**src/rtl/cp0_nway_if.sv**
```systemverilog
// Pipeline <-> CP0 bundle for the N-way core: EX reads and exception reports, WB writes,
// external interrupt lines, and the flush/redirect results returned to the front end.
interface cp0_nway_if #(
    parameter int WAYS     = 2,
    parameter int HW_INT_W = 6
);
    logic [WAYS-1:0]      ex_cp0_re;
    logic [5*WAYS-1:0]    ex_cp0_raddr;
    logic [32*WAYS-1:0]   ex_cp0_rdata;
    logic [WAYS-1:0]      wb_cp0_we;
    logic [5*WAYS-1:0]    wb_cp0_waddr;
    logic [32*WAYS-1:0]   wb_cp0_wdata;
    logic [HW_INT_W-1:0]  int_i;
    logic [32*WAYS-1:0]   ex_cp0_exc_pc;
    logic [WAYS-1:0]      ex_cp0_in_delay;
    logic [5*WAYS-1:0]    ex_cp0_exc_code;
    logic                 exc_flush_all;
    logic                 exc_flush_icache;
    logic [31:0]          cp0_if_excaddr;

    modport master (
        output ex_cp0_re, ex_cp0_raddr, wb_cp0_we, wb_cp0_waddr, wb_cp0_wdata, int_i,
               ex_cp0_exc_pc, ex_cp0_in_delay, ex_cp0_exc_code,
        input  ex_cp0_rdata, exc_flush_all, exc_flush_icache, cp0_if_excaddr
    );

    modport slave (
        input  ex_cp0_re, ex_cp0_raddr, wb_cp0_we, wb_cp0_waddr, wb_cp0_wdata, int_i,
               ex_cp0_exc_pc, ex_cp0_in_delay, ex_cp0_exc_code,
        output ex_cp0_rdata, exc_flush_all, exc_flush_icache, cp0_if_excaddr
    );
endinterface

```
**src/rtl/cp0_nway.sv**
```systemverilog
// CP0 for the N-way superscalar pipeline: BadVAddr/Count/Compare/Status/Cause/EPC, exception
// arbitration, flush and redirect. Define CP0_TIMER_EN to build the Count/Compare timer.
module cp0_nway #(
    parameter int          WAYS     = 2,
    parameter int          HW_INT_W = 6,
    parameter logic [31:0] EXC_VEC  = 32'hBFC00380,
    parameter int          SYNC_ST  = 2
) (
    input logic       clk,
    input logic       rst_,
    cp0_nway_if.slave bus
);
    localparam logic [4:0] REG_BADVADDR = 5'd8;
    localparam logic [4:0] REG_COUNT    = 5'd9;
    localparam logic [4:0] REG_COMPARE  = 5'd11;
    localparam logic [4:0] REG_STATUS   = 5'd12;
    localparam logic [4:0] REG_CAUSE    = 5'd13;
    localparam logic [4:0] REG_EPC      = 5'd14;

    localparam logic [4:0] CODE_INT  = 5'h00;
    localparam logic [4:0] CODE_ADEL = 5'h04;
    localparam logic [4:0] CODE_ADES = 5'h05;
    localparam logic [4:0] CODE_NONE = 5'h10;
    localparam logic [4:0] CODE_ERET = 5'h11;

    logic [31:0]         badvaddr_q, badvaddr_d;
    logic [31:0]         epc_q, epc_d, epc_fwd;
    logic [7:0]          status_im_q, status_im_d;
    logic                status_exl_q, status_exl_d;
    logic                status_ie_q, status_ie_d;
    logic                cause_bd_q, cause_bd_d;
    logic [1:0]          cause_sw_q, cause_sw_d;
    logic [4:0]          cause_code_q, cause_code_d;
    logic [HW_INT_W-1:0] ip_hw_q;
    logic [HW_INT_W-1:0] sync_q [SYNC_ST];
    logic                flush_icache_q;

`ifdef CP0_TIMER_EN
    logic [31:0] count_q, count_d;
    logic [31:0] compare_q, compare_d;
    logic        ti_q, ti_d;
    logic        tick_q;
    logic        compare_wr;
`endif

    logic [5:0]  ip_hw_ext;
    logic        ti_bit;
    logic [7:0]  cause_ip;
    logic [31:0] status_val, cause_val;
    logic        int_pending;
    logic        win_valid, win_bd, take_exc, take_eret;
    logic [4:0]  win_code;
    logic [31:0] win_pc, wd;

    always_comb begin
        ip_hw_ext = '0;
        ip_hw_ext[HW_INT_W-1:0] = ip_hw_q;
    end

`ifdef CP0_TIMER_EN
    assign ti_bit = ti_q;
`else
    assign ti_bit = 1'b0;
`endif

    assign cause_ip    = {ip_hw_ext[5] | ti_bit, ip_hw_ext[4:0], cause_sw_q};
    assign status_val  = {16'h0, status_im_q, 6'h0, status_exl_q, status_ie_q};
    assign cause_val   = {cause_bd_q, ti_bit, 14'h0, cause_ip, 1'b0, cause_code_q, 2'b00};
    assign int_pending = (|(status_im_q & cause_ip)) & status_ie_q & ~status_exl_q;

    // Interrupt claims way 0; otherwise the oldest way reporting anything wins.
    always_comb begin
        win_valid = 1'b0;
        win_code  = CODE_NONE;
        win_pc    = '0;
        win_bd    = 1'b0;
        if (int_pending) begin
            win_valid = 1'b1;
            win_code  = CODE_INT;
            win_pc    = bus.ex_cp0_exc_pc[31:0];
            win_bd    = bus.ex_cp0_in_delay[0];
        end else begin
            for (int w = 0; w < WAYS; w++) begin
                if (!win_valid && bus.ex_cp0_exc_code[5*w +: 5] != CODE_NONE) begin
                    win_valid = 1'b1;
                    win_code  = bus.ex_cp0_exc_code[5*w +: 5];
                    win_pc    = bus.ex_cp0_exc_pc[32*w +: 32];
                    win_bd    = bus.ex_cp0_in_delay[w];
                end
            end
        end
    end

    assign take_exc  = win_valid && (win_code != CODE_ERET);
    assign take_eret = win_valid && (win_code == CODE_ERET);

    always_comb begin
        bus.ex_cp0_rdata = '0;
        for (int w = 0; w < WAYS; w++) begin
            if (bus.ex_cp0_re[w]) begin
                case (bus.ex_cp0_raddr[5*w +: 5])
                    REG_BADVADDR: bus.ex_cp0_rdata[32*w +: 32] = badvaddr_q;
`ifdef CP0_TIMER_EN
                    REG_COUNT:    bus.ex_cp0_rdata[32*w +: 32] = count_q;
                    REG_COMPARE:  bus.ex_cp0_rdata[32*w +: 32] = compare_q;
`endif
                    REG_STATUS:   bus.ex_cp0_rdata[32*w +: 32] = status_val;
                    REG_CAUSE:    bus.ex_cp0_rdata[32*w +: 32] = cause_val;
                    REG_EPC:      bus.ex_cp0_rdata[32*w +: 32] = epc_q;
                    default:      ;
                endcase
            end
        end
    end

    // NOTE: every *_d gets its hold value first so no path through this block infers a latch.
    always_comb begin
        badvaddr_d   = badvaddr_q;
        epc_d        = epc_q;
        status_im_d  = status_im_q;
        status_exl_d = status_exl_q;
        status_ie_d  = status_ie_q;
        cause_bd_d   = cause_bd_q;
        cause_sw_d   = cause_sw_q;
        cause_code_d = cause_code_q;
        wd           = '0;
`ifdef CP0_TIMER_EN
        count_d    = tick_q ? count_q + 32'd1 : count_q;
        compare_d  = compare_q;
        compare_wr = 1'b0;
        ti_d       = ti_q | ((count_q == compare_q) && (compare_q != 32'd0));
`endif
        // WB instructions are older than anything in EX, so their writes always land; ways
        // are walked low to high so the youngest writer of a register wins.
        for (int w = 0; w < WAYS; w++) begin
            if (bus.wb_cp0_we[w]) begin
                wd = bus.wb_cp0_wdata[32*w +: 32];
                case (bus.wb_cp0_waddr[5*w +: 5])
                    REG_BADVADDR: badvaddr_d = wd;
`ifdef CP0_TIMER_EN
                    REG_COUNT:    count_d = wd;
                    REG_COMPARE: begin
                        compare_d  = wd;
                        compare_wr = 1'b1;
                    end
`endif
                    REG_STATUS: begin
                        status_im_d  = wd[15:8];
                        status_exl_d = wd[1];
                        status_ie_d  = wd[0];
                    end
                    REG_CAUSE:    cause_sw_d = wd[9:8];
                    REG_EPC:      epc_d = wd;
                    default:      ;
                endcase
            end
        end
`ifdef CP0_TIMER_EN
        if (compare_wr) ti_d = 1'b0;
`endif
        epc_fwd = epc_d;

        if (take_exc) begin
            // A nested exception keeps the original return point.
            if (!status_exl_q) begin
                epc_d      = win_bd ? win_pc - 32'd4 : win_pc;
                cause_bd_d = win_bd;
            end
            status_exl_d = 1'b1;
            cause_code_d = win_code;
            if (win_code == CODE_ADEL || win_code == CODE_ADES) badvaddr_d = win_pc;
        end else if (take_eret) begin
            status_exl_d = 1'b0;
        end
    end

    assign bus.exc_flush_all    = win_valid & rst_;
    assign bus.exc_flush_icache = flush_icache_q;
    assign bus.cp0_if_excaddr   = !(win_valid & rst_) ? 32'd0 :
                                  take_eret           ? epc_fwd : EXC_VEC;

    // NOTE: state updates use non-blocking assignments so every flop samples pre-edge values.
    always_ff @(posedge clk or negedge rst_) begin
        if (!rst_) begin
            badvaddr_q     <= '0;
            epc_q          <= '0;
            status_im_q    <= 8'hFF;
            status_exl_q   <= 1'b0;
            status_ie_q    <= 1'b1;
            cause_bd_q     <= 1'b0;
            cause_sw_q     <= '0;
            cause_code_q   <= '0;
            ip_hw_q        <= '0;
            flush_icache_q <= 1'b0;
            // NOTE: the synchroniser array is a few flops, not a RAM, so it is reset like any register.
            for (int i = 0; i < SYNC_ST; i++) sync_q[i] <= '0;
`ifdef CP0_TIMER_EN
            count_q   <= '0;
            compare_q <= '0;
            ti_q      <= 1'b0;
            tick_q    <= 1'b0;
`endif
        end else begin
            badvaddr_q     <= badvaddr_d;
            epc_q          <= epc_d;
            status_im_q    <= status_im_d;
            status_exl_q   <= status_exl_d;
            status_ie_q    <= status_ie_d;
            cause_bd_q     <= cause_bd_d;
            cause_sw_q     <= cause_sw_d;
            cause_code_q   <= cause_code_d;
            ip_hw_q        <= sync_q[SYNC_ST-1];
            flush_icache_q <= win_valid;
            sync_q[0]      <= bus.int_i;
            for (int i = 1; i < SYNC_ST; i++) sync_q[i] <= sync_q[i-1];
`ifdef CP0_TIMER_EN
            count_q   <= count_d;
            compare_q <= compare_d;
            ti_q      <= ti_d;
            tick_q    <= ~tick_q;
`endif
        end
    end
endmodule

```
**src/flat_wrapper.sv**
```systemverilog
// flat-port wrapper written by rule: the top's interface ports become plain ports
module cp0_nway_flat 
#(
    parameter int          WAYS     = 2,
    parameter int          HW_INT_W = 6,
    parameter logic [31:0] EXC_VEC  = 32'hBFC00380,
    parameter int          SYNC_ST  = 2
)
  (clk, rst_, bus_ex_cp0_re, bus_ex_cp0_raddr, bus_wb_cp0_we, bus_wb_cp0_waddr, bus_wb_cp0_wdata, bus_int_i, bus_ex_cp0_exc_pc, bus_ex_cp0_in_delay, bus_ex_cp0_exc_code, bus_ex_cp0_rdata, bus_exc_flush_all, bus_exc_flush_icache, bus_cp0_if_excaddr);
  cp0_nway_if #(.WAYS(WAYS), .HW_INT_W(HW_INT_W)) bus_i ();
  input logic clk;
  input logic rst_;
  input wire logic [$bits(bus_i.ex_cp0_re)-1:0] bus_ex_cp0_re;
  input wire logic [$bits(bus_i.ex_cp0_raddr)-1:0] bus_ex_cp0_raddr;
  input wire logic [$bits(bus_i.wb_cp0_we)-1:0] bus_wb_cp0_we;
  input wire logic [$bits(bus_i.wb_cp0_waddr)-1:0] bus_wb_cp0_waddr;
  input wire logic [$bits(bus_i.wb_cp0_wdata)-1:0] bus_wb_cp0_wdata;
  input wire logic [$bits(bus_i.int_i)-1:0] bus_int_i;
  input wire logic [$bits(bus_i.ex_cp0_exc_pc)-1:0] bus_ex_cp0_exc_pc;
  input wire logic [$bits(bus_i.ex_cp0_in_delay)-1:0] bus_ex_cp0_in_delay;
  input wire logic [$bits(bus_i.ex_cp0_exc_code)-1:0] bus_ex_cp0_exc_code;
  output wire logic [$bits(bus_i.ex_cp0_rdata)-1:0] bus_ex_cp0_rdata;
  output wire logic [$bits(bus_i.exc_flush_all)-1:0] bus_exc_flush_all;
  output wire logic [$bits(bus_i.exc_flush_icache)-1:0] bus_exc_flush_icache;
  output wire logic [$bits(bus_i.cp0_if_excaddr)-1:0] bus_cp0_if_excaddr;
  assign bus_i.ex_cp0_re = bus_ex_cp0_re;
  assign bus_i.ex_cp0_raddr = bus_ex_cp0_raddr;
  assign bus_i.wb_cp0_we = bus_wb_cp0_we;
  assign bus_i.wb_cp0_waddr = bus_wb_cp0_waddr;
  assign bus_i.wb_cp0_wdata = bus_wb_cp0_wdata;
  assign bus_i.int_i = bus_int_i;
  assign bus_i.ex_cp0_exc_pc = bus_ex_cp0_exc_pc;
  assign bus_i.ex_cp0_in_delay = bus_ex_cp0_in_delay;
  assign bus_i.ex_cp0_exc_code = bus_ex_cp0_exc_code;
  assign bus_ex_cp0_rdata = bus_i.ex_cp0_rdata;
  assign bus_exc_flush_all = bus_i.exc_flush_all;
  assign bus_exc_flush_icache = bus_i.exc_flush_icache;
  assign bus_cp0_if_excaddr = bus_i.cp0_if_excaddr;
  cp0_nway #(.WAYS(WAYS), .HW_INT_W(HW_INT_W), .EXC_VEC(EXC_VEC), .SYNC_ST(SYNC_ST)) u_core (.clk(clk), .rst_(rst_), .bus(bus_i));
endmodule
```
**config.mk**
```make
export PLATFORM = sky130hd
export DESIGN_NAME = cp0_nway_flat
export DESIGN_NICKNAME = d
export VERILOG_FILES = /design/src/rtl/cp0_nway_if.sv /design/src/rtl/cp0_nway.sv /design/src/flat_wrapper.sv
export SDC_FILE = /design/constraint.sdc
export NUM_CORES = 1
export LEC_CHECK = 0
export BUFFER_PORTS_ARGS = -buffer_cell sky130_fd_sc_hd__buf_2
export CELL_PAD_IN_SITES_DETAIL_PLACEMENT = 0
export CELL_PAD_IN_SITES_GLOBAL_PLACEMENT = 2
export CORE_MARGIN = 2
export CORE_UTILIZATION = 25
export CTS_BUF_LIST = sky130_fd_sc_hd__clkbuf_8
export DETAILED_ROUTE_END_ITERATION = 12
export PLACE_DENSITY = 0.71
export REMOVE_ABC_BUFFERS = 1
export SYNTH_ARGS = -nofsm -noshare
export SYNTH_HDL_FRONTEND = slang
export SYNTH_SLANG_ARGS = --single-unit
```
**constraint.sdc**
```tcl
create_clock -name clk -period 6.9 [get_ports clk]
set_clock_uncertainty 0.05 [all_clocks]
set_input_delay 1.035 -clock clk [delete_from_list [all_inputs] [get_ports clk]]
set_output_delay 1.035 -clock clk [all_outputs]
set_load 0.01 [all_outputs]
```
==> impl_metrics.prom, run 1 <==
# TYPE chip_impl_metric gauge
chip_impl_metric{name="dieWidth",unit="um"} 182
chip_impl_metric{name="timing.final.hold_violations",unit=""} 0
chip_impl_metric{name="multi_input_area",unit="um2"} 5120
chip_impl_metric{name="seq_area",unit="um2"} 2540
chip_impl_info{name="cp_top_family",value="simple AND/OR/NAND/NOR gates"} 1
chip_impl_info{name="tritoncts",value="built"} 1
chip_impl_metric{name="timing.critical_path.buf_inv",unit=""} 4
chip_impl_metric{name="vdd.ir_drop.worst",unit="mV"} 0.0771
chip_impl_info{name="status",value="finished clean"} 1
chip_impl_metric{name="synthesized_netlist_cell_count",unit=""} 996
chip_impl_metric{name="report.final.slew_viol_count",unit=""} 0
chip_impl_metric{name="gp_routability_congestion",unit=""} 0.815
chip_impl_metric{name="maxClockFrequency",unit="MHz"} 207
chip_impl_info{name="cts.root.buffer_cell",value="sky130_fd_sc_hd__clkbuf_8"} 1
chip_impl_metric{name="relative_slew_slack",unit=""} 0.363
chip_impl_metric{name="synth.yosys.seq_area_share",unit=""} 0.319
chip_impl_metric{name="core_area",unit="um2"} 31500
chip_impl_metric{name="row_count",unit=""} 65
chip_impl_metric{name="drt-total-wl",unit="mm"} 37.0
chip_impl_metric{name="top_level_ports",unit=""} 270
chip_impl_metric{name="tritoncts.num_buffers",unit=""} 9
chip_impl_info{name="ordered_list_of_cells_on_the_worst_path",value="buf_2, or2_4, a311oi_1, nand2b_1, nor4b_4, buf_4, nand2_1, buf_4, nor2_1, buf_2"} 1
chip_impl_metric{name="dieHeight",unit="um"} 182
chip_impl_metric{name="ctsResizeCount",unit=""} 0
chip_impl_metric{name="finalCritPeriodShare",unit=""} 0.699
chip_impl_metric{name="grt_pass1_vias",unit=""} 8723
chip_impl_metric{name="ctsHtreeMaxLevel",unit=""} 3
chip_impl_metric{name="worst_ep_arrival_time",unit="ns"} 3.74
chip_impl_metric{name="dr.first_iter.drc_count",unit=""} 695
chip_impl_info{name="hold_path.class",value="reg2reg"} 1
chip_impl_metric{name="post-dp-hpwl",unit="mm"} 26.0
chip_impl_metric{name="cts_hold_buffers",unit=""} 0
chip_impl_metric{name="buffer_ports.inserted",unit=""} 269
chip_impl_metric{name="design.die.area",unit="um2"} 33300
chip_impl_metric{name="setup_total_negative_slack",unit="ns"} 0
chip_impl_info{name="crit_type",value="in2out"} 1
chip_impl_metric{name="clk_pin_slew",unit="ns"} 0.12
chip_impl_metric{name="asyncSetResetFlopFracSynth",unit=""} 1.00
chip_impl_metric{name="synth_enable_flop_cells",unit=""} 0
chip_impl_info{name="most_frequent_cells_in_the_layout",value="sky130_fd_sc_hd__buf_2, sky130_fd_sc_hd__nor2_1, sky130_fd_sc_hd__nand2_1, sky130_fd_sc_hd__mux2i_1, sky130_fd_sc_hd__o21ai_0"} 1
chip_impl_metric{name="critPathRequiredTime",unit="ns"} 5.81
chip_impl_metric{name="grt_pass1_wl",unit="mm"} 54.9
chip_impl_metric{name="critPathMaxStageDelay",unit="ns"} 0.48
chip_impl_metric{name="grt_util_all_layers",unit=""} 0.220
chip_impl_metric{name="dp.cells",unit=""} 1613
chip_impl_metric{name="min_clock_period_post_route",unit="ns"} 4.82
chip_impl_info{name="synth_top_area_cell",value="sky130_fd_sc_hd__dfrtp_1"} 1
chip_impl_info{name="critical_path.slowest_cell",value="sky130_fd_sc_hd__nand2_1"} 1
chip_impl_metric{name="post_route_cells_drive_above_1_share",unit=""} 0.289
chip_impl_metric{name="cts_sinks",unit=""} 101
chip_impl_metric{name="drv_cap",unit=""} 0
chip_impl_metric{name="cts_setup_buffers",unit=""} 0
chip_impl_metric{name="nNetsFinal",unit=""} 1395
chip_impl_metric{name="synth_top_cell_area_share",unit=""} 0.289
chip_impl_info{name="final_common_cell",value="sky130_fd_sc_hd__buf_2"} 1
chip_impl_metric{name="power_density",unit="nW/um2"} 176
chip_impl_metric{name="ant_nets",unit=""} 0
chip_impl_metric{name="clk_latency",unit="ns"} 0.40
chip_impl_metric{name="layout_cells_excl_fill",unit=""} 1634
chip_impl_metric{name="worst-path-max-fanout",unit=""} 14
chip_impl_metric{name="worst_pin_slew",unit="ns"} 0.953
chip_impl_metric{name="synth_warnings",unit=""} 0
chip_impl_metric{name="num_vias",unit=""} 8591
chip_impl_metric{name="clock_tree.buffer_depth",unit=""} 2
chip_impl_metric{name="final-setup-viol-count",unit=""} 0
chip_impl_metric{name="grt_antenna_before_repair",unit=""} 7
chip_impl_metric{name="globalRoute.totalOverflow",unit=""} 0
chip_impl_metric{name="power.leakage",unit="nW"} 4.44
chip_impl_metric{name="synth_seq_cells",unit=""} 101
chip_impl_metric{name="grt_start_max_net_pins",unit=""} 65
chip_impl_metric{name="post_synth_instance_area",unit="um2"} 7960
chip_impl_info{name="worst_setup_sp_type",value="input pin"} 1
chip_impl_info{name="grt_setup_unrepaired",value="no"} 1
chip_impl_metric{name="detail_route.wl_per_cell",unit="um"} 22.6
chip_impl_metric{name="post_synth_num_cell_types",unit=""} 69
chip_impl_metric{name="area_delta_synth_final",unit="%"} 24.3
chip_impl_info{name="timing.critical_path.to_type",value="primary output"} 1
chip_impl_metric{name="total_of_fill_cells_in_the_finished_design",unit=""} 3475
chip_impl_metric{name="synth_area_per_cell",unit="um2"} 7.99
chip_impl_metric{name="vias_per_cell",unit=""} 5.26
chip_impl_metric{name="drc",unit=""} 0
chip_impl_metric{name="detailedRoute.firstPassIterationCount",unit=""} 5
chip_impl_info{name="ys_dominant_reg_cell",value="sky130_fd_sc_hd__dfrtp_1"} 1
chip_impl_info{name="synth.top_cells.by_area",value="sky130_fd_sc_hd__dfrtp_1, sky130_fd_sc_hd__mux2i_1, sky130_fd_sc_hd__nor2_1"} 1
chip_impl_metric{name="start_util",unit=""} 0.253
## final cells by class
cell class / instances / area share
well taps: 402 / 0.0508
diodes: 5 / 0.00126
repair buffers: 291 / 0.153
clock inverters: 7 / 0.00582
flip-flops and latches: 101 / 0.257
clock buffers: 9 / 0.0125
multi-input cells: 812 / 0.517
inverters: 7 / 0.00266
## report_power, final
group          switching [mW]  total, mW  leakage, nW  internal, mW
clock network           0.252      0.390       0.0993         0.138
logic                   0.284      0.495         3.15         0.211
registers               0.118      0.852         1.19         0.733
total                   0.653       1.74         4.44          1.08
## worst register-to-register path: stages (launching register included)
cell and delay [ns]:
sky130_fd_sc_hd__dfstp_2 0.58, sky130_fd_sc_hd__a22oi_1 0.19, sky130_fd_sc_hd__a311oi_4 0.33, sky130_fd_sc_hd__buf_4 0.39, sky130_fd_sc_hd__nor2_2 0.07, sky130_fd_sc_hd__buf_4 0.23, sky130_fd_sc_hd__and3_1 0.20, sky130_fd_sc_hd__a21oi_1 0.24
sky130_fd_sc_hd__ha_1 0.23, sky130_fd_sc_hd__o21ai_1 0.29, sky130_fd_sc_hd__nor4_2 0.52, sky130_fd_sc_hd__xnor2_1 0.17, sky130_fd_sc_hd__mux2i_1 0.10
## cell usage after synthesis (9+ instances only)
library cell / number
sky130_fd_sc_hd__a21oi_1: 86
sky130_fd_sc_hd__a222oi_1: 16
sky130_fd_sc_hd__a22oi_1: 67
sky130_fd_sc_hd__buf_2: 12
sky130_fd_sc_hd__clkbuf_1: 51
sky130_fd_sc_hd__dfrtp_1: 92
sky130_fd_sc_hd__dfstp_2: 9
sky130_fd_sc_hd__mux2i_1: 105
sky130_fd_sc_hd__nand2_1: 123
sky130_fd_sc_hd__nand3_1: 13
sky130_fd_sc_hd__nor2_1: 140
sky130_fd_sc_hd__nor3_1: 16
sky130_fd_sc_hd__o211ai_1: 10
sky130_fd_sc_hd__o21ai_0: 97
sky130_fd_sc_hd__xnor2_1: 21
## path summary, 6_finish.rpt
| check | startpoint | cells past startpoint | end | slack, ns |
|---|---|---|---|---|
| max in group asynchronous | rst_ | 2 | u_core.badvaddr_q[10] | 4.95 |
| max | bus_ex_cp0_exc_code[8] | 10 | bus_cp0_if_excaddr[3] | 2.08 |
| min | u_core.sync_q[5] | 0 | u_core.ip_hw_ext[5] | 0.31 |
| max reg2reg | u_core.status_im_q[3] | 12 | u_core.epc_q[14] | 3.18 |
| min reg2reg | u_core.sync_q[5] | 0 | u_core.ip_hw_ext[5] | 0.31 |
| min in group asynchronous | rst_ | 1 | u_core.sync_q[6] | 0.61 |
## flip-flops by register name, summed over array words and instances (netlist names)
name and cells:
u_core.badvaddr_q 32, u_core.ip_hw_ext 6, u_core.cause_sw_q 2, u_core.cause_code_q 5, u_core.status_im_q 8, u_core.status_ie_q 1
u_core.cause_bd_q 1, u_core.sync_q 12, u_core.bus.exc_flush_icache 1, u_core.status_exl_q 1, u_core.epc_q 32
## stage by stage
| step | setup slack, ns | total power, mW | cell area (um2) | utilization | hold slack (ns) |
|---|---|---|---|---|---|
| floorplan | -0.996 | 1.14 | 7630 | - | 0.281 |
| global placement | 2.18 | 1.35 | 9700 | 0.308 | 0.284 |
| detailed placement | 2.05 | 1.35 | 9700 | 0.308 | 0.285 |
| CTS | 2.04 | 1.75 | 9880 | 0.314 | 0.313 |
| global route | 1.91 | 1.86 | 9890 | 0.314 | 0.319 |
| finish | 2.08 | 1.74 | 9890 | 0.314 | 0.311 |
## layer usage
layer,track usage,routed length (um),vias up
met5,0,26,-
met4,0.0542,512,4
met3,0.0393,2190,37
met2,0.363,17400,321
met1,0.299,16900,4133
li1,-,-,4096
## cell families after synthesis
logic type      count (synthesis)  synth area share
buf+inv                        83            0.0448
xor+xnor                       25            0.0275
fa+ha+maj                       3           0.00409
simple gates                  356             0.212
flops                         101             0.319
compound gates                321             0.258
mux                           107             0.135
Power figures use the tool's default switching activity.
==> inputs of run 2 (changes only) <==
Clock period 6.9 ns to 4.7 ns, I/O delays scaled along.
==> impl_metrics.prom, run 2 (synthesis results as in run 1) <==
# TYPE chip_impl_metric gauge
chip_impl_metric{name="cts_hold_buffers",unit=""} 0
chip_impl_metric{name="cts_setup_buffers",unit=""} 0
chip_impl_info{name="hold_path.class",value="in2async"} 1
chip_impl_metric{name="ant_nets",unit=""} 0
chip_impl_metric{name="area_delta_synth_final",unit="%"} 25.6
chip_impl_metric{name="cts_sinks",unit=""} 101
chip_impl_info{name="grt_setup_unrepaired",value="no"} 1
chip_impl_metric{name="report.final.slew_viol_count",unit=""} 0
chip_impl_metric{name="placement.cell_area",unit="um2"} 9790
chip_impl_metric{name="whs",unit="ns"} 0.124
chip_impl_metric{name="detailedRoute.firstPassIterationCount",unit=""} 7
chip_impl_metric{name="tritoncts.num_buffers",unit=""} 9
chip_impl_metric{name="post-dp-hpwl",unit="mm"} 27.2
chip_impl_metric{name="final_core_util",unit=""} 0.317
chip_impl_metric{name="clk_latency",unit="ns"} 0.39
chip_impl_info{name="worst_setup_sp_type",value="register"} 1
chip_impl_metric{name="ctsHtreeMaxLevel",unit=""} 3
chip_impl_metric{name="total_power",unit="mW"} 2.59
chip_impl_info{name="tritoncts",value="built"} 1
chip_impl_metric{name="final.setup.worst_slack",unit="ns"} 0.759
chip_impl_info{name="worst_r2r_startpoint",value="u_core.ip_hw_ext[5]"} 1
chip_impl_metric{name="grt_pass1_vias",unit=""} 8823
chip_impl_info{name="timing.critical_path.to_type",value="primary output"} 1
chip_impl_metric{name="worst_pin_slew",unit="ns"} 0.900
chip_impl_metric{name="top_level_ports",unit=""} 270
chip_impl_metric{name="vias_per_cell",unit=""} 5.28
chip_impl_metric{name="core_area",unit="um2"} 31500
chip_impl_metric{name="clock_tree.buffer_depth",unit=""} 2
chip_impl_metric{name="dieWidth",unit="um"} 182
chip_impl_metric{name="design.die.area",unit="um2"} 33300
chip_impl_info{name="status",value="finished clean"} 1
chip_impl_info{name="most_frequent_cells_in_the_layout",value="sky130_fd_sc_hd__buf_2, sky130_fd_sc_hd__nor2_1, sky130_fd_sc_hd__nand2_1, sky130_fd_sc_hd__mux2i_1, sky130_fd_sc_hd__o21ai_0"} 1
chip_impl_info{name="r2r_end",value="u_core.badvaddr_q[3]"} 1
chip_impl_metric{name="critPathRequiredTime",unit="ns"} 3.94
chip_impl_metric{name="post_route_cells_drive_above_1_share",unit=""} 0.293
chip_impl_metric{name="drc",unit=""} 0
chip_impl_info{name="largestRegisters",value="u_core.badvaddr_q: 32 flops, u_core.epc_q: 32 flops, u_core.sync_q: 12 flops"} 1
chip_impl_info{name="crit_type",value="reg2out"} 1
chip_impl_metric{name="timing.final.hold_violations",unit=""} 0
chip_impl_metric{name="gp_routability_congestion",unit=""} 0.842
chip_impl_metric{name="reg2regPathDepth",unit=""} 8
chip_impl_info{name="final_common_cell",value="sky130_fd_sc_hd__buf_2"} 1
chip_impl_metric{name="dieHeight",unit="um"} 182
chip_impl_metric{name="drv_cap",unit=""} 0
chip_impl_metric{name="start_util",unit=""} 0.253
chip_impl_metric{name="ctsResizeCount",unit=""} 0
chip_impl_metric{name="worst-path-max-fanout",unit=""} 13
chip_impl_metric{name="maxClockFrequency",unit="MHz"} 254
chip_impl_metric{name="vdd.ir_drop.worst",unit="mV"} 0.108
chip_impl_metric{name="setup_total_negative_slack",unit="ns"} 0
chip_impl_metric{name="worst_ep_arrival_time",unit="ns"} 3.19
chip_impl_metric{name="grt_start_max_net_pins",unit=""} 65
chip_impl_metric{name="grt_antenna_before_repair",unit=""} 5
chip_impl_metric{name="power.leakage",unit="nW"} 4.50
chip_impl_metric{name="relative_slew_slack",unit=""} 0.396
chip_impl_metric{name="grt_pass1_wl",unit="mm"} 54.9
chip_impl_metric{name="power_density",unit="nW/um2"} 259
chip_impl_info{name="cts.root.buffer_cell",value="sky130_fd_sc_hd__clkbuf_8"} 1
chip_impl_metric{name="min_clock_period_post_route",unit="ns"} 3.94
chip_impl_metric{name="finalCritPeriodShare",unit=""} 0.838
chip_impl_metric{name="placement.setup.worst_slack",unit="ns"} 0.972
chip_impl_metric{name="reg2reg_setup_slack",unit="ns"} 1.39
chip_impl_metric{name="design_area_final",unit="um2"} 9990
chip_impl_metric{name="layout_cells_excl_fill",unit=""} 1643
chip_impl_metric{name="nNetsFinal",unit=""} 1405
chip_impl_metric{name="drt-total-wl",unit="mm"} 37.2
chip_impl_metric{name="final-setup-viol-count",unit=""} 0
chip_impl_metric{name="detail_route.wl_per_cell",unit="um"} 22.6
chip_impl_metric{name="dr.first_iter.drc_count",unit=""} 722
chip_impl_metric{name="num_vias",unit=""} 8679
chip_impl_metric{name="row_count",unit=""} 65
chip_impl_metric{name="globalRoute.totalOverflow",unit=""} 0
chip_impl_metric{name="dp.cells",unit=""} 1623
chip_impl_metric{name="buffer_ports.inserted",unit=""} 269
chip_impl_metric{name="clk_pin_slew",unit="ns"} 0.11
chip_impl_metric{name="grt_util_all_layers",unit=""} 0.219
-- run 2: worst max-delay path by stage --
stage	from	endpoint	slack (ns)	cells past startpoint
5_1_grt	u_core.ip_hw_ext[5]	bus_cp0_if_excaddr[9]	0.60	8
3_5_place_dp	bus_ex_cp0_exc_code[8]	u_core.epc_q[16]	0.97	10
6_report	u_core.ip_hw_ext[5]	bus_cp0_if_excaddr[9]	0.76	8
4_1_cts	u_core.ip_hw_ext[5]	bus_cp0_if_excaddr[8]	0.75	8
3_3_place_gp	bus_ex_cp0_exc_code[8]	u_core.epc_q[22]	1.02	10
2_1_floorplan	bus_wb_cp0_we[1]	bus_cp0_if_excaddr[31]	-2.54	4
-- run 2: routing by layer --
layer,GRT usage,share of wire,vias up
met5,0,0.00038,-
met4,0.0468,0.015,2
met1,0.298,0.45,4142
li1,-,-,4112
met2,0.364,0.47,386
met3,0.0403,0.069,37
-- run 2: worst max-delay path: stages (launching register included) --
cell	delay, ns
sky130_fd_sc_hd__dfrtp_1	0.42
sky130_fd_sc_hd__a22o_1	0.27
sky130_fd_sc_hd__a221oi_4	0.29
sky130_fd_sc_hd__a311oi_4	0.21
sky130_fd_sc_hd__nor2_2	0.42
sky130_fd_sc_hd__nand2_1	0.20
sky130_fd_sc_hd__nand2_1	0.62
sky130_fd_sc_hd__a21oi_1	0.17
sky130_fd_sc_hd__buf_2	0.20
-- run 2: layout make-up --
cell class                 count  area (um2)
clock inverter                 7        67.6
inverter                       7        26.3
multi-input combinational    812        5110
fill                        3467       21500
antenna                        4        10.0
timing repair buffer         301        1610
sequential                   101        2540
tap                          402         503
clock buffer                   9         124
-- run 2: power breakdown --
group / internal [mW] / switching (mW) / total, mW
clock: 0.246 / 0.348 / 0.593
combinational: 0.314 / 0.427 / 0.741
sequential: 1.08 / 0.177 / 1.25
total: 1.64 / 0.952 / 2.59
==> inputs of run 3 (changes only) <==
Settings changed: PLACE_DENSITY 0.71 to 0.73.
Clock period 4.7 ns to 3.2 ns, I/O delays scaled along.
==> impl_metrics.prom, run 3 (synthesis results as in run 1) <==
# TYPE chip_impl_metric gauge
chip_impl_info{name="status",value="finished clean"} 1
chip_impl_metric{name="design.die.area",unit="um2"} 33300
chip_impl_metric{name="whs",unit="ns"} 0.137
chip_impl_metric{name="final.setup.worst_slack",unit="ns"} 0.0504
chip_impl_metric{name="worst_pin_slew",unit="ns"} 0.920
chip_impl_metric{name="row_count",unit=""} 65
chip_impl_metric{name="core_area",unit="um2"} 31500
chip_impl_metric{name="dieHeight",unit="um"} 182
chip_impl_metric{name="vdd.ir_drop.worst",unit="mV"} 0.161
chip_impl_metric{name="detail_route.wl_per_cell",unit="um"} 22.4
chip_impl_metric{name="finalCritPeriodShare",unit=""} 0.984
chip_impl_metric{name="relative_slew_slack",unit=""} 0.386
chip_impl_metric{name="maxClockFrequency",unit="MHz"} 318
chip_impl_metric{name="post_route_cells_drive_above_1_share",unit=""} 0.316
chip_impl_metric{name="vias_per_cell",unit=""} 5.25
chip_impl_metric{name="tritoncts.num_buffers",unit=""} 9
chip_impl_info{name="timing.critical_path.to_type",value="primary output"} 1
chip_impl_metric{name="post-dp-hpwl",unit="mm"} 27.2
chip_impl_info{name="worst_setup_sp_type",value="register"} 1
chip_impl_metric{name="cts_sinks",unit=""} 101
chip_impl_metric{name="clk_pin_slew",unit="ns"} 0.10
chip_impl_metric{name="start_util",unit=""} 0.253
chip_impl_metric{name="drt-total-wl",unit="mm"} 37.4
chip_impl_metric{name="grt_pass1_vias",unit=""} 8869
chip_impl_metric{name="critPathRequiredTime",unit="ns"} 2.67
chip_impl_metric{name="detailedRoute.firstPassIterationCount",unit=""} 6
chip_impl_metric{name="power.leakage",unit="nW"} 4.66
chip_impl_metric{name="top_level_ports",unit=""} 270
chip_impl_metric{name="report.final.slew_viol_count",unit=""} 0
chip_impl_metric{name="total_of_fill_cells_in_the_finished_design",unit=""} 3467
chip_impl_metric{name="ctsHtreeMaxLevel",unit=""} 3
chip_impl_info{name="crit_type",value="reg2out"} 1
chip_impl_metric{name="grt_start_max_net_pins",unit=""} 69
chip_impl_metric{name="dr.first_iter.drc_count",unit=""} 743
chip_impl_info{name="grt_setup_unrepaired",value="yes"} 1
chip_impl_metric{name="total_power",unit="mW"} 3.77
chip_impl_metric{name="clock_tree.buffer_depth",unit=""} 2
chip_impl_metric{name="gp_routability_congestion",unit=""} 0.882
chip_impl_metric{name="ant_nets",unit=""} 0
chip_impl_metric{name="drv_cap",unit=""} 0
chip_impl_info{name="hold_path.class",value="in2reg"} 1
chip_impl_metric{name="power_density",unit="nW/um2"} 363
chip_impl_metric{name="dp.cells",unit=""} 1642
chip_impl_metric{name="num_vias",unit=""} 8770
chip_impl_metric{name="placement.setup.worst_slack",unit="ns"} 0.129
chip_impl_info{name="final_common_cell",value="sky130_fd_sc_hd__buf_2"} 1
chip_impl_metric{name="layout_cells_excl_fill",unit=""} 1672
chip_impl_metric{name="drc",unit=""} 0
chip_impl_metric{name="worst_ep_arrival_time",unit="ns"} 2.62
chip_impl_metric{name="dieWidth",unit="um"} 182
chip_impl_metric{name="grt_antenna_before_repair",unit=""} 12
chip_impl_metric{name="clk_latency",unit="ns"} 0.39
chip_impl_metric{name="globalRoute.totalOverflow",unit=""} 0
chip_impl_metric{name="nNetsFinal",unit=""} 1430
chip_impl_metric{name="grt_util_all_layers",unit=""} 0.220
chip_impl_metric{name="final-setup-viol-count",unit=""} 0
chip_impl_metric{name="timing.final.hold_violations",unit=""} 0
chip_impl_metric{name="area_delta_synth_final",unit="%"} 30.7
chip_impl_info{name="cts.root.buffer_cell",value="sky130_fd_sc_hd__clkbuf_8"} 1
chip_impl_metric{name="min_clock_period_post_route",unit="ns"} 3.15
chip_impl_info{name="tritoncts",value="built"} 1
chip_impl_metric{name="worst-path-max-fanout",unit=""} 9
chip_impl_metric{name="buffer_ports.inserted",unit=""} 269
chip_impl_info{name="largestRegisters",value="u_core.badvaddr_q: 32 flops, u_core.epc_q: 32 flops, u_core.sync_q: 12 flops"} 1
chip_impl_info{name="most_frequent_cells_in_the_layout",value="sky130_fd_sc_hd__buf_2, sky130_fd_sc_hd__nor2_1, sky130_fd_sc_hd__nand2_1, sky130_fd_sc_hd__mux2i_1, sky130_fd_sc_hd__o21ai_0"} 1
chip_impl_metric{name="grt_pass1_wl",unit="mm"} 55.0
## run 3: cell type report
| type | instances | area (um2) | area share |
|---|---|---|---|
| Clock buffer | 10 | 138 | 0.0132 |
| Sequential cell | 101 | 2540 | 0.244 |
| Timing Repair Buffer | 326 | 1970 | 0.189 |
| Tap cell | 402 | 503 | 0.0484 |
| Clock inverter | 6 | 33.8 | 0.00325 |
| Multi-Input combinational cell | 812 | 5170 | 0.497 |
| Inverter | 7 | 26.3 | 0.00253 |
| Antenna cell | 8 | 20.0 | 0.00192 |
## run 3: path summary, 6_finish.rpt
kind | startpoint | endpoint | slack [ns] | depth (start not counted)
min in group asynchronous | rst_ | u_core.cause_code_q[1] | 0.51 | 3
setup reg to reg | u_core.status_im_q[7] | u_core.epc_q[6] | 0.19 | 14
max in group asynchronous | rst_ | u_core.epc_q[24] | 1.46 | 4
hold reg to reg | u_core.sync_q[7] | u_core.sync_q[1] | 0.31 | 0
setup / recovery | u_core.ip_hw_ext[5] | bus_cp0_if_excaddr[19] | 0.05 | 9
hold / removal | bus_int_i[2] | u_core.sync_q[8] | 0.14 | 1
## run 3: worst max-delay path: stages, from the launching register on
cell,delay (ns)
sky130_fd_sc_hd__dfrtp_1,0.41
sky130_fd_sc_hd__a22o_1,0.25
sky130_fd_sc_hd__a221oi_4,0.26
sky130_fd_sc_hd__a311oi_4,0.18
sky130_fd_sc_hd__buf_12,0.19
sky130_fd_sc_hd__nor4b_4,0.30
sky130_fd_sc_hd__nand2_2,0.13
sky130_fd_sc_hd__buf_8,0.19
sky130_fd_sc_hd__nor2_1,0.14
sky130_fd_sc_hd__buf_2,0.15
## run 3: per-layer routing
layer / track usage / routed length [um]
met5: 0 / 62
met2: 0.365 / 17600
met1: 0.295 / 16800
met3: 0.0409 / 2470
met4: 0.0581 / 478
## run 3: metrics by stage
step	setup TNS (ns)	instance area (um2)	utilization
floorplan	-274.28	7630	-
global placement	0	10000	0.319
detailed placement	0	10000	0.319
CTS	-0.00397	10300	0.328
global route	-1.46	10400	0.330
finish	0	10400	0.330
## run 3: report_power, final
| group | total [mW] | switching, mW | internal [mW] |
|---|---|---|---|
| logic | 1.13 | 0.640 | 0.490 |
| clock network | 0.794 | 0.494 | 0.300 |
| registers | 1.85 | 0.265 | 1.58 |
| total | 3.77 | 1.40 | 2.37 |
## run 3: timing repair
| item | in CTS | in global routing |
|---|---|---|
| hold buffers | 1 | 0 |
| pin swaps | 2 | 2 |
| endpoints found under the hold margin | 4 | 0 |
| buffers inserted | 3 | 1 |
| cloned | 1 | 0 |
| endpoints found under the setup margin | 15 | 49 |
| gates resized for setup | 12 | 12 |
